File: src/rtl/scan_display_arbiter.sv
// Multiplexed 4-digit display scanner shared by two requesters.
// Ownership and the digit snapshot are re-arbitrated only at frame boundaries.
module scan_display_arbiter #(
  parameter int          SCAN_DIV = 4,
  parameter int          BLANK    = 1,
  parameter logic [15:0] IDLE_PAT = 16'h0000
) (
  input  logic        Clk,
  input  logic        Reset,
  input  logic        Req_a,
  input  logic [15:0] Data_a,
  input  logic        Req_b,
  input  logic [15:0] Data_b,
  output logic [3:0]  Seg,
  output logic [3:0]  Sl,
  output logic        Gnt_a,
  output logic        Gnt_b,
  output logic        Frame_done
);

  localparam int SW = (SCAN_DIV > 1) ? $clog2(SCAN_DIV) : 1;
  localparam logic [SW-1:0] SLOT_LAST = SW'(SCAN_DIV - 1);
  localparam logic [SW-1:0] BLANK_V   = SW'(BLANK);

  typedef enum logic [1:0] {
    OWN_NONE = 2'd0,
    OWN_A    = 2'd1,
    OWN_B    = 2'd2
  } owner_t;

  logic [SW-1:0] slot;
  logic [1:0]    idx;
  owner_t        owner, owner_nxt;
  logic [15:0]   snap, snap_nxt;
  logic          slot_last;
  logic          frame_end;
  logic          in_blank;

  assign slot_last = (slot == SLOT_LAST);
  assign frame_end = slot_last && (idx == 2'd3);
  assign in_blank  = (BLANK != 0) && (slot < BLANK_V);

  always_ff @(posedge Clk) begin
    if (Reset) begin
      slot  <= '0;
      idx   <= '0;
      owner <= OWN_NONE;
      snap  <= IDLE_PAT;
    end else begin
      slot  <= slot_last ? '0 : slot + 1'b1;
      if (slot_last)
        idx <= idx + 2'd1;
      owner <= owner_nxt;
      snap  <= snap_nxt;
    end
  end

  // Contention alternates away from the current owner; a fresh start favours A
  always_comb begin
    owner_nxt = owner;
    snap_nxt  = snap;
    if (frame_end) begin
      unique case ({Req_a, Req_b})
        2'b10:   owner_nxt = OWN_A;
        2'b01:   owner_nxt = OWN_B;
        2'b11:   owner_nxt = (owner == OWN_A) ? OWN_B : OWN_A;
        default: owner_nxt = OWN_NONE;
      endcase
      case (owner_nxt)
        OWN_A:   snap_nxt = Data_a;
        OWN_B:   snap_nxt = Data_b;
        default: snap_nxt = IDLE_PAT;
      endcase
    end
  end

  always_comb begin
    Seg = 4'h0;
    Sl  = 4'b1111;
    if (!in_blank) begin
      Seg = snap[4*idx +: 4];
      Sl  = ~(4'b0001 << idx);
    end
  end

  assign Gnt_a      = (owner == OWN_A);
  assign Gnt_b      = (owner == OWN_B);
  assign Frame_done = frame_end;

endmodule

File: config.mk
export PLATFORM = sky130hd
export DESIGN_NAME = scan_display_arbiter
export DESIGN_NICKNAME = d
export VERILOG_FILES = /design/src/rtl/scan_display_arbiter.sv
export SDC_FILE = /design/constraint.sdc
export NUM_CORES = 1
export LEC_CHECK = 0
export CAP_MARGIN = 15
export CORE_MARGIN = 3
export CORE_UTILIZATION = 25
export DETAILED_ROUTE_END_ITERATION = 8
export PLACE_DENSITY = 0.54
export SYNTH_ARGS = -nofsm -noshare
export SYNTH_HDL_FRONTEND = slang
export SYNTH_SLANG_ARGS = --single-unit
File: constraint.sdc
create_clock -name Clk -period 2 [get_ports Clk]
set_input_delay 0.3 -clock Clk [delete_from_list [all_inputs] [get_ports Clk]]
set_output_delay 0.3 -clock Clk [all_outputs]
set_load 0.05 [all_outputs]
# Word-level counts from Yosys, hierarchy flattened
# Index checks and enable logic that the tools add are counted.
# Widths: inputs -> output; s select.
# totals
reg_bits	22
out_inout_bits	11
wordCells	27
input_bits	36
# op_classes
addsub	2
n_lt_le_gt_ge	1
reduce_logical	2
bitwise_logic	1
n_mux	6
eq_ne	9
n_shift	2
# ops
operator	n
$pmux 16 s2	1
$shiftx 16x5->4	1
$eq 2x2->1 const B	6
$mux 4	2
$eq 2x1->1 const B	3
$pmux 2 s3	1
$add 2x1->2 const B	2
$mux 2	2
$not 4->4	1
$shl 1x2->4 const A	1
$lt 2x1->1 const B	1
$reduce_or 2->1	1
$logic_and 1x1->1	1

# Longest topological paths before layout
# depth
depth_word	6
mapped_depth	7
depth_no_buf	5

# Least setup slack after synthesis
# No wires, ideal clock.
# synth_timing
path_kind	register to output
startpoint	register idx[0]
endpoint	output Seg[0]
path_stages_with_launch	4
path_slack_ns	0.191
t_required_ns	1.700
arrival_time_ns	1.509
cell_sequence	dfxtp_1 buf_2 mux4_2 nor2b_1
# synth_via
elab_chain_cells	2
# synth_lines
element	line_no	source
from (decl)	32	logic [1:0] idx;
from (signal assigned)	52	idx <= idx + 2'd1;
$shiftx 16x5->4	81	Seg = snap[4*idx +: 4];
$mux 4	80	if (!in_blank) begin
to (decl)	14	output logic [3:0] Seg,
# Every way passes these cells.

# Worst setup path in the final report
# layout_timing
startpoint	register idx[0]
endpoint	output Seg[1]
# The elaborated chain is that of the path after synthesis.

==> out/qor.csv <==
metric,value,unit
run status,finished clean,
kind of launch point of the worst setup path,flip-flop,
startpoint-to-endpoint class of the critical path,flip-flop to output pin,
Cell variety after synth,26,
# rows,24,
average wire per cell in the routed design,12.19,um
register bit count reported by yosys,22,
Post-Syn Area,0.001150,mm^2
average vias per placed instance,4.425,
slew margin rel.,61.36,%
total number of H-tree levels,1,
worst-margin pin slew,0.5796,ns
post-CTS repair timing setup buffer count,0,
GR Util All Layers,10.93,%
most frequent standard cell in the layout excluding fill and tap cells,clkdlybuf4s50_1,
buffer type at the clock tree root,clkbuf_8,
clock-pin slew on the worst setup and hold paths,0.07,ns
# port buffers,46,
total of cells resized after clock tree synthesis,0,
CTS Buffer Depth,2,
hold_buf cts,0,
Avg Synthesized Cell Area,9.348,um^2
path category of the worst min-delay check,flip-flop to flip-flop,
number of nets in the layout,212,
time the final worst path needs with I/O delays and setup,1.901,ns
Post-Place Cell Area,0.001644,mm^2
number of clock sinks,22,
data arrival at the endpoint of the critical path,1.60,ns
post-synthesis instance total,123,
Yosys warning total,0,
n_diodes,0,
number of pins exceeding their max-slew limit in the final report,0,
GRT overflow,0,
Initial DRC Count,39,
growth of design area from synthesis to finish,50.16,%
last weighted congestion value of the routability-driven placer,0.7113,
number of cells on the worst hold path,1,
Chip Width,73.82,um
cell types with the largest area share after synthesis,"dfxtp_1, a22oi_1, mux4_2, ha_1, nand2_1",
Detail Route Antenna Nets,0,
PwrDens,611.3,mW/mm^2
core area,0.004384,mm^2
dominant cell type by area after synthesis,dfxtp_1,
number of nets in the synthesized netlist,165,
number of cells on the worst reg-to-reg path,4,
maximum capacitance violations,0,
FMAX,526.1,MHz
vias after detailed routing,978,
share of the synthesized area in the top cell type,38.30,%
number of top-level pins,47,
Initial Util,26.23,%
worst-path maximum fanout,7,
Post-Route WL,2.693,mm
sequential cell area fraction in the yosys report,38.30,%
drt first pass iters,4,
end-of-flow core utilization,39.38,%
DRC,0,
DIE AREA,0.005449,mm^2
Worst VDD drop,0.0003201,V
total placed cells including tap cells,216,
final setup fails,0,
critical path capture point type,output pin,
number of buffers created by CTS,3,
number of antenna violations at the first check in global routing,0,
unrepaired setup endpoints after global routing,no,
Final Instance Area,0.001727,mm^2
ratio of cells with drive above 1 in the final layout,15.98,%
vertical die dimension,73.82,um
static leakage,0.0006721,uW
TritonCTS clock tree,built,
Detailed Place HPWL,2.192,mm
"non-filler cells, final",221,
wire length of the first global-routing pass,4.623,mm
part of the cycle the worst path needs,95.04,%
pin count of the biggest net entering global routing,18,
"top library cells by usage in the layout, fill and taps aside","clkdlybuf4s50_1, dfxtp_1, nand2_1, a22oi_1, buf_4",
final hold violations,0,
clock tree skew after final layout,0.002627,ns
number of global-route vias before repair,990,
Worst EP required,1.70,ns
clock latency at the later pin of the worst-skew pair,0.26,ns
-- synthesized netlist by cell type, drive strengths merged --
| library cell | number |
|---|---|
| nor2b | 6 |
| o21a | 1 |
| mux4 | 4 |
| nor3 | 1 |
| dfxtp | 22 |
| nand2 | 21 |
| inv | 6 |
| or3 | 1 |
| xnor2 | 1 |
| mux2i | 1 |
| nor3b | 1 |
| a22oi | 16 |
| a21oi | 4 |
| dlymetal6s2s | 1 |
| ha | 6 |
| buf | 8 |
| o21ai | 16 |
| nor2 | 3 |
| nand2b | 4 |
-- cell families (layout without fill, tap and decap cells) --
| group | after synthesis | count (layout) | synth area share (%) |
|---|---|---|---|
| AND/OR/NAND/NOR | 37 | 37 | 15.78 |
| flip-flops | 22 | 22 | 38.30 |
| adder cells (fa/ha/maj) | 6 | 6 | 6.529 |
| AO/OA/AOI/OAI | 37 | 37 | 20.46 |
| buffers and inverters | 15 | 61 | 9.466 |
| XOR/XNOR | 1 | 1 | 0.7618 |
| multiplexers | 5 | 5 | 8.705 |
-- registers in the layout (all words and copies together) (netlist names) --
name / flops
snap: 16
slot: 2
owner: 2
idx: 2
-- final cells by class --
class	instances	area, um^2
clock inverters	1	30.03
repair buffers	51	526.8
flip-flops and latches	22	440.4
fillers	429	2658
inverters	6	22.52
clock buffers	3	41.29
multi-input cells	86	600.6
well taps	52	65.06
-- worst paths after layout --
path / slack (ns) / start / endpoint
max: 0.1 / idx[0]$_SDFFE_PP0P_ / Seg[1]
min: 0.45 / slot[0]$_SDFF_PP0_ / slot[0]$_SDFF_PP0_
max reg2reg: 0.30 / slot[0]$_SDFF_PP0_ / snap[3]$_SDFFE_PP0P_
min reg2reg: 0.45 / slot[0]$_SDFF_PP0_ / slot[0]$_SDFF_PP0_
-- worst max-delay path, cell delays in order (launching register included) --
cell     delay (ns)
dfxtp_1        0.35
buf_6          0.15
mux4_2         0.50
nor2b_1        0.15
buf_4          0.20
-- power breakdown --
part	total, uW	internal (uW)	switching [uW]
sequential	449	445	4.33
clock	401	267	134
combinational	206	120	86.0
total	1060	832	224
-- per-stage QoR --
stage | TNS (ns) | setup slack [ns] | power [uW] | hold slack (ns)
5_1_grt | 0 | 0.02224 | 1115 | 0.4769
3_5_place_dp | -0.008973 | -0.008973 | 665.7 | 0.4440
6_report | 0 | 0.09915 | 1056 | 0.4504
4_1_cts | 0 | 0.04748 | 1069 | 0.4551
2_1_floorplan | 0 | 0.1915 | 558.9 | 0.4199
3_3_place_gp | 0 | 0.06381 | 660.8 | 0.4335
-- layer usage --
metal | GRT usage, % | wire [um] | share of wire [%] | up-vias
met4 | 1.207 | 0 | 0 | 0
met2 | 17.62 | 1260 | 47 | 32
met3 | 3.557 | 160 | 5.9 | 0
met5 | 0 | 0 | 0 | -
met1 | 14.68 | 1272 | 47 | 426
li1 | - | - | - | 520
Note: power is estimated with default switching activity, not from simulation.
